===== config.mk =====
export PLATFORM = sky130hd
export DESIGN_NAME = oser_tx
export DESIGN_NICKNAME = d
export VERILOG_FILES = /design/src/rtl/oser_pkg.sv /design/src/rtl/oser_slot_timer.sv /design/src/rtl/oser_tx.sv
export SDC_FILE = /design/constraint.sdc
export NUM_CORES = 1
export LEC_CHECK = 0
export BUFFER_PORTS_ARGS = -buffer_cell sky130_fd_sc_hd__clkbuf_2
export CAP_MARGIN = 40
export CORE_AREA = 2 2 56 58
export DETAILED_ROUTE_END_ITERATION = 12
export DIE_AREA = 0 0 58 60
export PLACE_DENSITY_LB_ADDON = 0.1
export SLEW_MARGIN = 40
export SYNTH_ARGS = -nofsm -noshare
export SYNTH_HDL_FRONTEND = slang
export SYNTH_HIERARCHICAL = 1
export SYNTH_SLANG_ARGS = --single-unit

===== constraint.sdc =====
create_clock -name clk_i -period 1.7 [get_ports clk_i]
set_input_delay 0 -clock clk_i [delete_from_list [all_inputs] [get_ports clk_i]]
set_output_delay 0 -clock clk_i [all_outputs]
set_load 0.05 [all_outputs]

===== src/rtl/oser_pkg.sv =====
// Shared types and constants for the oser_tx fabric serializer.
package oser_pkg;

    typedef enum logic [1:0] {
        ST_IDLE,
        ST_TRAIN,
        ST_RUN
    } state_e;

    localparam int unsigned WIDTH_MIN = 2;
    localparam int unsigned WIDTH_MAX = 16;

    localparam logic [15:0] DEF_IDLE_PAT  = 16'h0000;
    localparam logic [15:0] DEF_TRAIN_PAT = 16'h001F;

    function automatic bit width_ok(input int unsigned w);
        return (w >= WIDTH_MIN) && (w <= WIDTH_MAX);
    endfunction

endpackage


===== src/rtl/oser_slot_timer.sv =====
// Bit-slot counter: boundary strobe (load_o) and divided word clock (pclk_o).
module oser_slot_timer
    import oser_pkg::*;
#(
    parameter int unsigned WIDTH = 10
) (
    input  logic clk_i,
    input  logic nrst_i,
    output logic load_o,
    output logic pclk_o
);

    localparam int unsigned CW = (WIDTH > 2) ? $clog2(WIDTH) : 1;
    localparam logic [CW-1:0] LAST = CW'(WIDTH - 1);
    localparam logic [CW-1:0] HALF = CW'((WIDTH + 1) / 2);

    logic [CW-1:0] cnt_q, cnt_d;
    logic          pclk_q, pclk_d;

    always_comb begin
        cnt_d  = (cnt_q == LAST) ? '0 : cnt_q + CW'(1);
        // high for the first half of the word, so it rises with bit 0
        pclk_d = (cnt_d < HALF);
    end

    always_ff @(posedge clk_i or negedge nrst_i) begin
        if (!nrst_i) begin
            cnt_q  <= LAST;
            pclk_q <= 1'b0;
        end else begin
            cnt_q  <= cnt_d;
            pclk_q <= pclk_d;
        end
    end

    assign load_o = (cnt_q == LAST);
    assign pclk_o = pclk_q;

endmodule


===== src/rtl/oser_tx.sv =====
// N:1 LSB-first serializer with one-word holding buffer, training and idle fill.
module oser_tx
    import oser_pkg::*;
#(
    parameter int unsigned       WIDTH     = 10,
    parameter logic [WIDTH-1:0]  IDLE_PAT  = WIDTH'(DEF_IDLE_PAT),
    parameter logic [WIDTH-1:0]  TRAIN_PAT = WIDTH'(DEF_TRAIN_PAT)
) (
    input  logic             clk_i,
    input  logic             nrst_i,
    input  logic [WIDTH-1:0] data_i,
    input  logic             valid_i,
    output logic             ready_o,
    input  logic             train_i,
    input  logic             clr_underrun_i,
    output logic             q_o,
    output logic             pclk_o,
    output logic             load_o,
    output logic             underrun_o
);

    if (!width_ok(WIDTH)) begin : g_bad_width
        $error("oser_tx: WIDTH out of range");
    end

    logic             load_c;

    state_e           state_q, state_d;
    logic [WIDTH-1:0] shreg_q, shreg_d;
    logic [WIDTH-1:0] buf_q, buf_d;
    logic             buf_full_q, buf_full_d;
    logic             ready_q, ready_d;
    logic             underrun_q, underrun_d;

    logic             accept_c;
    logic             drain_c;
    logic             set_ur_c;

    oser_slot_timer #(
        .WIDTH (WIDTH)
    ) u_slot_timer (
        .clk_i  (clk_i),
        .nrst_i (nrst_i),
        .load_o (load_c),
        .pclk_o (pclk_o)
    );

    // Next-state, shift-register load selection, buffer and flag update
    always_comb begin
        state_d    = state_q;
        shreg_d    = {1'b0, shreg_q[WIDTH-1:1]};
        buf_d      = buf_q;
        buf_full_d = buf_full_q;
        drain_c    = 1'b0;
        set_ur_c   = 1'b0;
        accept_c   = valid_i && !buf_full_q;

        if (accept_c) begin
            buf_d      = data_i;
            buf_full_d = 1'b1;
        end

        if (load_c) begin
            unique case (state_q)
                ST_IDLE: begin
                    if (train_i) begin
                        state_d = ST_TRAIN;
                    end else if (buf_full_q) begin
                        state_d = ST_RUN;
                        drain_c = 1'b1;
                    end
                end
                ST_TRAIN: begin
                    if (!train_i) begin
                        if (buf_full_q) begin
                            state_d = ST_RUN;
                            drain_c = 1'b1;
                        end else begin
                            state_d = ST_IDLE;
                        end
                    end
                end
                ST_RUN: begin
                    if (train_i) begin
                        state_d = ST_TRAIN;
                    end else if (buf_full_q) begin
                        drain_c = 1'b1;
                    end else begin
                        state_d  = ST_IDLE;
                        set_ur_c = 1'b1;
                    end
                end
                default: state_d = ST_IDLE;
            endcase

            // reload is chosen by the state we are entering
            if (drain_c) begin
                shreg_d    = buf_q;
                buf_full_d = 1'b0;
            end else if (state_d == ST_TRAIN) begin
                shreg_d = TRAIN_PAT;
            end else begin
                shreg_d = IDLE_PAT;
            end
        end

        ready_d = !buf_full_d;

        // set has priority over a coincident clear
        if (set_ur_c) begin
            underrun_d = 1'b1;
        end else if (clr_underrun_i) begin
            underrun_d = 1'b0;
        end else begin
            underrun_d = underrun_q;
        end
    end

    always_ff @(posedge clk_i or negedge nrst_i) begin
        if (!nrst_i) begin
            state_q    <= ST_IDLE;
            shreg_q    <= IDLE_PAT;
            buf_q      <= '0;
            buf_full_q <= 1'b0;
            ready_q    <= 1'b1;
            underrun_q <= 1'b0;
        end else begin
            state_q    <= state_d;
            shreg_q    <= shreg_d;
            buf_q      <= buf_d;
            buf_full_q <= buf_full_d;
            ready_q    <= ready_d;
            underrun_q <= underrun_d;
        end
    end

    assign q_o        = shreg_q[0];
    assign ready_o    = ready_q;
    assign load_o     = load_c;
    assign underrun_o = underrun_q;

endmodule


## Word-level counts from Yosys, hierarchy flattened

Index checks and enable logic that the tools add are counted.
Widths: inputs -> output; s select.

| word-level totals | value |
|---|---|
| input bits | 15 |
| ROM bits | 0 |
| RAM bits | 0 |
| word-level logic and storage cells | 45 |
| register bits after elaboration | 30 |
| memories kept | 0 |
| output and inout bits | 5 |
| latch bits | 0 |

| operators by class | value |
|---|---|
| add/subtract/negate cells | 1 |
| reduce and logical (&&, ||, !) cells | 6 |
| bitwise logic cells | 0 |
| eq/ne operators | 4 |
| $mul | 0 |
| shift operators | 0 |
| magnitude comparators | 1 |
| div/mod/pow operators | 0 |
| mux-type cells | 25 |

Operator list:

| kind | number |
|---|---|
| $mux 10 | 2 |
| $mux 2 | 7 |
| $mux 1 | 13 |
| $pmux 2 s3 | 1 |
| $mux 5 | 1 |
| $add 4x1->4 const B | 1 |
| $eq 2x1->1 const B | 2 |
| $eq 4x4->1 const B | 1 |
| $lt 4x3->1 const B | 1 |
| $mux 4 | 1 |
| $reduce_or 3->1 | 1 |
| $eq 2x2->1 const B | 1 |
| $logic_not 1->1 | 2 |
| $logic_not 2->1 | 1 |
| $reduce_bool 2->1 | 1 |
| $logic_and 1x1->1 | 1 |

## Depth between registers and ports, before layout

| logic depth | value |
|---|---|
| word-level depth | 8 |
| gate-level depth with buffers | 4 |
| mapped depth without buffers | 4 |

## Cells and area by module

Netlist, hierarchy kept.

By module, submodules not included:

| module | sequential area each (sq um) | cells an instance | instances | area an instance (sq um) |
|---|---|---|---|---|
| oser_tx | 626.9 | 81 | 1 | 1047.3 |
| oser_slot_timer | 127.6 | 20 | 1 | 220.2 |

## Least setup slack after synthesis

OpenSTA, ideal clock, no wires.

| timing | value |
|---|---|
| path kind | reg2reg |
| start | register u_slot_timer.cnt_q[0] |
| end | register shreg_q[5] |
| stages on the path, launching flop included | 5 |
| period minus slack after synthesis | 2666 ps |
| slack | -966 ps |
| library setup time | 101 ps |
| data arrival time | 2565 ps |
| required time | 1599 ps |
| buffers on the path | 0 |
| cell sequence | dfstp_2 inv_1 nor3_1 nand2b_1 o32ai_1 |

| between the ends | value |
|---|---|
| longest elaborated chain between the ends | 2 |

RTL lines:

| item | line | source |
|---|---|---|
| start, declared | oser_slot_timer.sv:17 | `logic [CW-1:0] cnt_q, cnt_d;` |
| start signal, assigned | oser_slot_timer.sv:31 | `cnt_q <= cnt_d;` |
| $eq 4x4->1 | oser_slot_timer.sv:36 | `assign load_o = (cnt_q == LAST);` |
| net load_o | oser_tx.sv:18 | `output logic load_o,` |
| $mux 10 | oser_tx.sv:63 | `if (load_c) begin` |
| net shreg_d[5] | oser_tx.sv:29 | `logic [WIDTH-1:0] shreg_q, shreg_d;` |
| end signal, assigned | oser_tx.sv:129 | `shreg_q <= shreg_d;` |
| end, declared | oser_tx.sv:29 |  |

The timed path passes the listed nets, and every way through them passes these cells.
A chain may end at the register's enable or synchronous reset.

## Worst setup path in the final report

| timing | value |
|---|---|
| start | register u_slot_timer.cnt_q[3] |
| end | output load_o |

| between the ends | value |
|---|---|
| longest elaborated chain between the ends | 1 |

RTL lines:

| item | line |
|---|---|
| $eq 4x4->1 | oser_slot_timer.sv:36 |
| end, declared | oser_tx.sv:18 |

No other way between the ends.

==> impl_metrics.csv <==
group,metric,value,unit
status,status,"completed",
drt,drc_errors,0,
finish,layout.cells.non_filler,177,
power_and_ir_drop,peakVddDrop,0.6309,mV
logic_synthesis,synth_xor_area_frac,0.006910,
floorplanning,dieArea,3480,µm²
setup_path,path_delay_family,"flip-flops",
timing,rsz0062_at_grt,"false",
drt,vias_per_cell,5.056,
timing,period_needed,1592,ps
setup_path,cp_cell_sequence,"nand2b_2 -> nor3_4 -> buf_4 -> buf_4",
setup_path,slowest_delay,590,ps
power_and_ir_drop,p_leak,0.7650,nW
timing,slew_headroom,0.7296,
drt,drtPass1Iterations,3,
drt,top_layer,"met4",
cts,cts-root-buf,"clkbuf_4",
timing,finalHoldViolCount,0,
cts,cts_tree,"yes",
logic_synthesis,syn_area_per_cell,12.55,µm²
floorplanning,num_io_pins,20,
setup_path,slowest_stage,"dfstp_2",
power_and_ir_drop,seqPwrFrac,0.558,
drt,vias,895,
logic_synthesis,synth-adder-area-share,0,
setup_path,worst-endpoint-arrival,1590,ps
logic_synthesis,synthMuxAreaShare,0.1185,
logic_synthesis,netlist_instances,101,
power_and_ir_drop,power.share.clock,0.301,
finish,fill_cells,261,
setup_path,path_depth,4,
floorplanning,die_w,58,µm
global_route,grt-ovfl-total,0,
finish,regArea,755.7,µm²
cts,htreeDepth,2,
placement,io_buffers,19,
cts,cts.sinks,30,
timing,worstMarginPinSlew,405.6,ps
global_route,antenna_found_initial,0,
min_path,min-delay-path-class,"input port to async pin",
timing,max_freq,628.3,MHz
cts,cts_made_buffers,5,
global_route,first_global_vias,920,
power_and_ir_drop,p_int,1.099,mW
logic_synthesis,synth_top_family_by_area,"compound AO/OA/AOI/OAI gates",
setup_path,cp_num_buf_inv,2,
timing,min_period_over_period,0.9362,
logic_synthesis,ys_ff_latch,30,
power_and_ir_drop,p_sw_frac,0.2347,
timing,skew,7.776,ps
finish,drive_above_1_share,0.3611,
timing,finalWorstSetupSlack,108.5,ps
finish,multi_input_area,450.4,µm²
drt,wl_per_cell,13.28,µm
drt,finalWirelength,2350,µm
drt,met2RoutedLength,1090,µm
placement,placed_cells,153,
drt,drt-initial-drc-count,29,
floorplanning,core-area,2903,µm²
setup_path,worstSetupPathType,"register to output port",
logic_synthesis,syn-num-nets,116,
floorplanning,die_y,60,µm
finish,syn_to_final_growth,29.81,%
setup_path,r2r_slack,120,ps
cts,insertion_delay,320,ps
setup_path,cp-start-kind,"register",
placement,routabilityCongestion,0.6908,
timing,final_max_slew_viol_count,0,
logic_synthesis,synthSimpleGateAreaFrac,0.07108,
setup_path,cp_common_cell,"buf_4",
floorplanning,start_util,0.4366,
drt,met1Wirelength,1114,µm
logic_synthesis,synth_warnings,6,
logic_synthesis,yosysSeqAreaShare,0.5953,
placement,dp_slack,184.5,ps
global_route,grt_first_pass_wirelength,4091,µm
logic_synthesis,netlist_area,1267,µm²
cts,path_clk_slew,90,ps
logic_synthesis,yosys.cell_types.count,27,
power_and_ir_drop,p_comb_frac,0.140,
global_route,grt_max_degree,31,
drt,met3_length,89,µm
setup_path,crit_required,1700,ps
flow_run,drv_cap,0,
floorplanning,std_cell_rows,20,
setup_path,reg2reg_depth,5,
cts,max-clock-path-buffers,2,
logic_synthesis,synth_compound_area_frac,0.1441,
timing,setup_violations,0,
finish,n_antenna_cell,0,
global_route,track_usage,0.1637,
finish,final_nets,158,
setup_path,crit_fanout,6,
power_and_ir_drop,power_switching,0.3369,mW
drt,antenna_left,0,
power_and_ir_drop,power.density,872.5,nW/µm²
setup_path,endpoint_kind,"output port",
placement,dp_hpwl,1529,µm
[path summary, 6_finish.rpt]
kind | to | from
setup / recovery | load_o | u_slot_timer/cnt_q[3]
hold / removal | buf_full_q | nrst_i
setup reg to reg | shreg_q[6] | u_slot_timer/cnt_q[3]
hold reg to reg | underrun_o | underrun_o
max in group asynchronous | u_slot_timer/cnt_q[3] | nrst_i
min in group clk_i | ready_o | valid_i
[layout by cell type (no fill, tap or decap), types with 2 or more instances in the layout]
cell           synthesis  routed
a21oi_1                5       5
nand2_1                7       7
nand2b_1               2       2
inv_1                 13      12
o22ai_1                8       8
dlygate4sd3_1          0      14
dfstp_2                3       3
mux2_4                10      10
clkbuf_4               0       5
o32ai_1                4       3
o21ai_0                2       2
dfrtp_1               27      26
clkbuf_2               0      18
buf_4                  0       6
nand3_1                2       2
clkbuf_1               0       2
[power groups by stage]
stage	Combinational [mW]	Sequential, mW	Clock [mW]
4_1_cts	0.198	0.803	0.449
3_5_place_dp	0.170	0.817	0
5_1_grt	0.222	0.811	0.476
3_3_place_gp	0.167	0.816	0
2_1_floorplan	0.117	0.814	0
6_report	0.201	0.802	0.433
[metal layers]
| metal | track usage | vias up |
|---|---|---|
| met5 | 0 | - |
| met4 | 0.09967 | 0 |
| met3 | 0.04762 | 7 |
| met2 | 0.2549 | 18 |
| met1 | 0.2014 | 433 |
| li1 | - | 437 |
[logic make-up after synthesis]
kind of cell	count (synthesis)
flops	30
xor+xnor	1
simple gates	17
buf+inv	17
compound gates	26
mux	10
[cells in the mapped netlist]
| library cell | n | area (µm²) |
|---|---|---|
| dfrtp_1 | 27 | 675.7 |
| nand3_1 | 2 | 10.01 |
| nor2b_1 | 1 | 6.260 |
| nand2_1 | 7 | 26.28 |
| o21ai_2 | 1 | 8.760 |
| mux2_4 | 10 | 150.1 |
| and2_1 | 1 | 6.260 |
| xnor2_1 | 1 | 8.760 |
| o22a_1 | 1 | 8.760 |
| o2bb2ai_1 | 1 | 8.760 |
| a21bo_2 | 1 | 10.01 |
| nand3b_1 | 1 | 7.510 |
| a22o_1 | 1 | 8.760 |
| o32ai_1 | 4 | 35.03 |
| nand2b_1 | 2 | 12.51 |
| inv_1 | 13 | 48.80 |
| nand2b_2 | 1 | 8.760 |
| a21oi_1 | 5 | 25.02 |
| buf_6 | 2 | 22.52 |
| a21o_2 | 1 | 8.760 |
| buf_2 | 2 | 10.01 |
| o41ai_1 | 1 | 8.760 |
| nor3b_1 | 1 | 7.510 |
| dfstp_2 | 3 | 78.83 |
| o22ai_1 | 8 | 50.05 |
| nor3_1 | 1 | 5.000 |
| o21ai_0 | 2 | 10.01 |
[state kept, by name (all words and copies together) (netlist names)]
register	cells
u_slot_timer/cnt_q	4
state_q	2
shreg_q	10
u_slot_timer/pclk_o	1
underrun_o	1
ready_o	1
buf_q	10
buf_full_q	1
[layout make-up]
cell class / instances / area share
sequential: 30 / 0.4593
clock buffer: 8 / 0.03574
multi-input combinational: 54 / 0.2738
timing repair buffer: 39 / 0.1764
inverter: 13 / 0.02966
tap: 33 / 0.02510
[what timing repair did]
action,CTS,global route
hold endpoints to repair,41,0
pin swaps,1,0
resized for setup,1,3
setup buffers,1,0
endpoints found under the setup margin,1,2
hold buffers,14,0
[per-stage QoR]
step                setup TNS (ps)  power, mW  hold slack, ps    util  instance area [µm²]
floorplan                   -272.1     0.9307          -295.6       -                 1279
global placement                 0     0.9828           95.30  0.4866                 1413
detailed placement               0     0.9870           95.87  0.4866                 1413
CTS                              0      1.449           276.3  0.5586                 1622
global route                     0      1.509           151.4  0.5668                 1645
finish                           0      1.436           121.5  0.5668                 1645
Power figures use the tool's default switching activity.
